<file path="config.mk">
export PLATFORM = sky130hd
export DESIGN_NAME = envelope_bank
export DESIGN_NICKNAME = d
export VERILOG_FILES = /design/src/rtl/envelope_bank_pkg.sv /design/src/rtl/envelope_voice_step.sv /design/src/rtl/envelope_bank.sv
export SDC_FILE = /design/constraint.sdc
export NUM_CORES = 1
export LEC_CHECK = 0
export CORE_ASPECT_RATIO = 1.2
export CORE_MARGIN = 2
export CORE_UTILIZATION = 35
export CTS_BUF_LIST = sky130_fd_sc_hd__clkbuf_4 sky130_fd_sc_hd__clkbuf_8
export DETAILED_ROUTE_END_ITERATION = 16
export GPL_ROUTABILITY_DRIVEN = 0
export SETUP_SLACK_MARGIN = 0.05
export SYNTH_ARGS = -nofsm -noshare
export SYNTH_HDL_FRONTEND = slang
export SYNTH_SLANG_ARGS = --single-unit
</file>
<file path="constraint.sdc">
create_clock -name clock_50_000_000 -period 6.4 [get_ports clock_50_000_000]
set_input_delay 1.28 -clock clock_50_000_000 [delete_from_list [all_inputs] [get_ports clock_50_000_000]]
set_output_delay 1.28 -clock clock_50_000_000 [all_outputs]
set_load 0.01 [all_outputs]
</file>
<file path="src/rtl/envelope_bank_pkg.sv">
// envelope_bank_pkg: envelope state encoding and sizing helpers shared by the envelope bank.
package envelope_bank_pkg;
  typedef enum logic [2:0] {IDLE, ATTACK, DECAY, SUSTAIN, RELEASE} envelope_state_t;
  function automatic int index_width(input int n);
    return n > 1 ? $clog2(n) : 1;
  endfunction
  function automatic logic [31:0] level_max(input int w);
    return (32'd1 << w) - 32'd1;
  endfunction
endpackage

</file>
<file path="src/rtl/envelope_voice_step.sv">
// envelope_voice_step: one ADSR step for a single voice; the datapath shared by every voice in the bank.
module envelope_voice_step import envelope_bank_pkg::*; #(
  parameter int LEVEL_WIDTH = 16
) (
  input  envelope_state_t        state,
  input  logic [LEVEL_WIDTH-1:0] level,
  input  logic                   pend_on,
  input  logic                   pend_off,
  input  logic [LEVEL_WIDTH-1:0] attack_rate,
  input  logic [LEVEL_WIDTH-1:0] decay_rate,
  input  logic [LEVEL_WIDTH-1:0] sustain_level,
  input  logic [LEVEL_WIDTH-1:0] release_rate,
  output envelope_state_t        next_state,
  output logic [LEVEL_WIDTH-1:0] next_level,
  output logic                   ended
);
  localparam logic [LEVEL_WIDTH-1:0] MAX = LEVEL_WIDTH'(level_max(LEVEL_WIDTH));
  logic [LEVEL_WIDTH:0] sum;
  logic a_hit, d_hit, r_hit;
  assign sum   = {1'b0, level} + {1'b0, attack_rate};
  assign a_hit = attack_rate == '0 || sum >= {1'b0, MAX};
  assign d_hit = decay_rate == '0 || level < decay_rate || level - decay_rate <= sustain_level;
  assign r_hit = release_rate == '0 || level <= release_rate;
  // Note events only change the segment; the level carries over so retrigger and release are click-free.
  always_comb begin
    next_state = state;
    next_level = level;
    ended = 1'b0;
    if (pend_on) next_state = ATTACK;
    else if (pend_off && state inside {ATTACK, DECAY, SUSTAIN}) next_state = RELEASE;
    else case (state)
      ATTACK: begin
        next_state = a_hit ? DECAY : ATTACK;
        next_level = a_hit ? MAX : sum[LEVEL_WIDTH-1:0];
      end
      DECAY: begin
        next_state = d_hit ? SUSTAIN : DECAY;
        next_level = d_hit ? sustain_level : level - decay_rate;
      end
      SUSTAIN: next_level = sustain_level;
      RELEASE: begin
        next_state = r_hit ? IDLE : RELEASE;
        next_level = r_hit ? '0 : level - release_rate;
        ended = r_hit;
      end
      default: next_level = '0;
    endcase
  end
endmodule

</file>
<file path="src/rtl/envelope_bank.sv">
// envelope_bank: polyphonic linear ADSR generator; one shared step datapath sweeps all voices once per
// generation tick while note events are latched per voice until that voice's turn.
module envelope_bank import envelope_bank_pkg::*; #(
  parameter int NUM_VOICES                 = 8,
  parameter int LEVEL_WIDTH                = 16,
  parameter int SYSTEM_CLOCK               = 50_000_000,
  parameter int AUDIO_GENERATION_FREQUENCY = 48_000,
  parameter int TICK_DIV                   = SYSTEM_CLOCK / AUDIO_GENERATION_FREQUENCY
) (
  input  logic                              clock_50_000_000,
  input  logic                              reset_l,
  input  logic [NUM_VOICES-1:0]             note_on,
  input  logic [NUM_VOICES-1:0]             note_off,
  input  logic [LEVEL_WIDTH-1:0]            attack_rate,
  input  logic [LEVEL_WIDTH-1:0]            decay_rate,
  input  logic [LEVEL_WIDTH-1:0]            sustain_level,
  input  logic [LEVEL_WIDTH-1:0]            release_rate,
  output logic [NUM_VOICES*LEVEL_WIDTH-1:0] envelope,
  output logic [NUM_VOICES-1:0]             envelope_end,
  output logic [NUM_VOICES-1:0]             active,
  output logic                              sweep_done
);
  localparam int CW = $clog2(TICK_DIV);
  localparam int IW = index_width(NUM_VOICES);
  localparam logic [CW-1:0] LAST  = CW'(TICK_DIV - 1);
  localparam logic [CW-1:0] VLAST = CW'(NUM_VOICES - 1);
  logic [CW-1:0] cnt;
  logic started, busy, ended;
  logic [IW-1:0] s;
  logic [NUM_VOICES-1:0] pend_on, pend_off, clr;
  envelope_state_t state [NUM_VOICES];
  logic [LEVEL_WIDTH-1:0] level [NUM_VOICES];
  envelope_state_t next_state;
  logic [LEVEL_WIDTH-1:0] next_level;
  // The sweep runs on tick counts 0..NUM_VOICES-1, but only after the counter has wrapped once.
  assign busy = started && cnt <= VLAST;
  assign s    = cnt[IW-1:0];
  assign clr  = busy ? NUM_VOICES'(1) << s : '0;
  envelope_voice_step #(.LEVEL_WIDTH(LEVEL_WIDTH)) step (
    .state(state[s]), .level(level[s]), .pend_on(pend_on[s]), .pend_off(pend_off[s]),
    .attack_rate(attack_rate), .decay_rate(decay_rate), .sustain_level(sustain_level),
    .release_rate(release_rate), .next_state(next_state), .next_level(next_level), .ended(ended)
  );
  always_ff @(posedge clock_50_000_000 or negedge reset_l) begin
    if (!reset_l) begin
      cnt <= '0;
      started <= 1'b0;
      sweep_done <= 1'b0;
      envelope_end <= '0;
      pend_on <= '0;
      pend_off <= '0;
      for (int i = 0; i < NUM_VOICES; i++) begin
        state[i] <= IDLE;
        level[i] <= '0;
      end
    end else begin
      cnt <= cnt == LAST ? '0 : cnt + 1'b1;
      started <= started || cnt == LAST;
      sweep_done <= started && cnt == VLAST;
      envelope_end <= clr & {NUM_VOICES{ended}};
      pend_on <= note_on | (pend_on & ~note_off & ~clr);
      pend_off <= ~note_on & (note_off | (pend_off & ~clr));
      if (busy) begin
        state[s] <= next_state;
        level[s] <= next_level;
      end
    end
  end
  always_comb begin
    envelope = '0;
    active = '0;
    for (int i = 0; i < NUM_VOICES; i++) begin
      envelope[i*LEVEL_WIDTH +: LEVEL_WIDTH] = level[i];
      active[i] = state[i] != IDLE;
    end
  end
endmodule
</file>
==> reports/metrics.csv <==
metric;value;unit
Worst path top cell family by delay;compound AO/OA/AOI/OAI gates;
critical path endpoint category;flip-flop;
fin. max-slew vios;0;
Crit Path Category;reg -> reg;
remaining global-route overflow;0;
H-tree depth;4;
prevailing post-synth register cell;dfrtp_1;
hold_buf cts;0;
Num CTS Buffers;17;
CORE AREA;38500;um^2
fraction of registers with async set/reset;100;%
fin crit share;95.0;%
vias per cell;6.16;
slowest stage delay, CP;530;ps
Post-synth top cells;dfrtp_1, a31oi_1, nand2_1, o21ai_0, nand3_1;
Final Hold Vio Count;0;
Detailed Routing Iterations Pass 1;7;
syn_area_per_cell;9.08;um^2
RSZ-0062 raised after global routing;no;
FP Rows;79;
layout cell share with drive strength beyond 1;12.3;%
MaxCap Viol Count;0;
Least-Margin Pin Slew;1120;ps
clock latency on the worst-skew pair;520;ps
area leader, netlist;dfrtp_1;
CP Data Required Time;6850;ps
Synth Instances;1500;
WP data arrival;6530;ps
Peak Freq;165;MHz
register bit total from synthesis;189;
CTS sink count;189;
slowest cell on the critical path;dfrtp_2;
CP Launch Type;flip-flop;
Starting DRT DRC Count;1495;
Routed WL per cell;24.9;um
IO Port Bufs;226;
final worst slack;323;ps
CTS root buf;clkbuf_8;
Initial Util;35.3;%
post-DP HPWL;42300;um
placed cell count;2179;
Worst Path Buf+Inv;4;
met2 usage;44.4;%
number of synthesized flops with an enable pin;0;
peak supply drop;0.142;mV
Setup violations, final;0;
dominant cells by area after synthesis;dfrtp_1, ha_1, mux2i_1;
crit-path cells;buf_4 > nor2_1 > a22oi_1 > o21ai_0 > buf_4 > ha_1 > nor2b_1 > o31a_1 > o211ai_1 > a21oi_1 > a311oi_1 > buf_4 > xnor2_1 > ha_1 > nand4_1 > a211o_1 > a31oi_1 > o311ai_1 > a21oi_2 > buf_12 > or3_1 > a32oi_2 > mux2_2;
Worst R2R Setup Slack;320;ps
Syn Std Cell Area;13600;um^2
post-route insts no fill;2214;
Area Overhead vs Synth;24.9;%
vias;13600;
status;finished clean;
HP Class;reg -> reg;
Slew HR;23.4;%
CTS Buffer Depth;2;
Die Span X;184;um
chip height;220;um
Pwr Density;146;nW/um^2
initial antenna violation count;0;
Fin Clk Skew;17.5;ps
num ports;227;
global routing usage on met3;4.28;%
met1 usage;34.4;%
vias in the first global route;13100;
Final ANT Viol Nets;0;
first-pass GRT wire length;81400;um
CTS tree;yes;
total negative slack;0;ps
register area share after synthesis;34.7;%
die area;40500;um^2
worst-path fanout max;24;
post-layout min period;6080;ps
nets;1869;
most used cell, CP;buf_4;
total track usage;26.8;%
Synthesis Warnings;0;
leakage power total;6.46;nW
clock-pin slew on the worst setup and hold paths;100;ps
largest net degree at the start of global routing;81;
synthesized net count;1655;
busiest grt layer;met2;
count leader, synth;dfrtp_1;
final WL;55100;um
area share of the largest cell type after synthesis;34.7;%
# DRC;0;
Netlist cell types;96;
DP Worst Slack;120;ps
layout make-up:
class | count | area, um^2
inverters | 77 | 289
clock inverters | 13 | 131
well taps | 486 | 608
flip-flops and latches | 189 | 4740
clock buffers | 19 | 255
diodes | 1 | 2.50
fillers | 3765 | 21500
repair buffers | 290 | 2770
multi-input cells | 1139 | 8230
repair_timing:
item,4_1_cts,5_1_grt
setup buffers,0,2
endpoints found under the setup margin,0,136
resized for setup,0,11
through the flow:
| stage | utilization, % | area [um^2] | total power, mW | hold WS, ps |
|---|---|---|---|---|
| floorplan | - | 13600 | 1.50 | 430 |
| global placement | 43.0 | 16600 | 1.69 | 449 |
| detailed placement | 43.0 | 16600 | 1.69 | 465 |
| CTS | 44.0 | 16900 | 2.49 | 489 |
| global route | 44.2 | 17000 | 2.58 | 512 |
| finish | 44.2 | 17000 | 2.49 | 494 |
registers in the layout, indices dropped and copies added (netlist names):
signal        count
envelope        128
state            24
cnt              11
envelope_end      8
pend_off          8
pend_on           8
started           1
sweep_done        1
final timing paths:
| kind | from | end | cells after the start |
|---|---|---|---|
| setup / recovery | cnt[1]$_DFF_PN0_ | envelope[61]$_DFFE_PN0P_ | 23 |
| hold / removal | started$_DFF_PN0_ | started$_DFF_PN0_ | 1 |
| setup reg to reg | cnt[1]$_DFF_PN0_ | envelope[61]$_DFFE_PN0P_ | 23 |
| hold reg to reg | started$_DFF_PN0_ | started$_DFF_PN0_ | 1 |
| max in group asynchronous | reset_l | cnt[1]$_DFF_PN0_ | 2 |
| min in group asynchronous | reset_l | envelope[83]$_DFFE_PN0P_ | 1 |
routing by layer:
layer / wire, um / share of wire (%)
met5: 0 / 0
met4: 2250 / 4.1
met3: 4530 / 8.2
met2: 26100 / 47
met1: 22300 / 40
cells in the final DEF (no fill, tap or decap), drive strengths merged, types with 20 or more instances in the layout:
cell type        n
clkdlybuf4s50  225
dfrtp          189
o21ai          142
a31oi           97
nand2           96
inv             81
nand3           78
a21oi           78
nor2            74
ha              70
mux2i           65
buf             64
mux2            40
nor4            26
nor3            25
xnor2           21
a22oi           21
clkbuf          20
a221oi          20
logic make-up after synthesis:
| kind of cell | after synthesis | synth area share, % |
|---|---|---|
| AOI/OAI and AO/OA | 520 | 26.6 |
| and+or+nand+nor | 401 | 15.0 |
| DFF | 189 | 34.7 |
| buffers and inverters | 172 | 5.60 |
| muxes | 110 | 8.93 |
| adders and majority gates | 73 | 6.87 |
| xor gates and xnor gates | 35 | 2.25 |
report_power, final:
part           switching, mW  leakage [nW]  internal (mW)
clock                  0.477         0.181          0.330
combinational          0.280          4.40          0.187
sequential            0.0107          1.88           1.20
No activity file was read; power rests on OpenSTA's default activity.
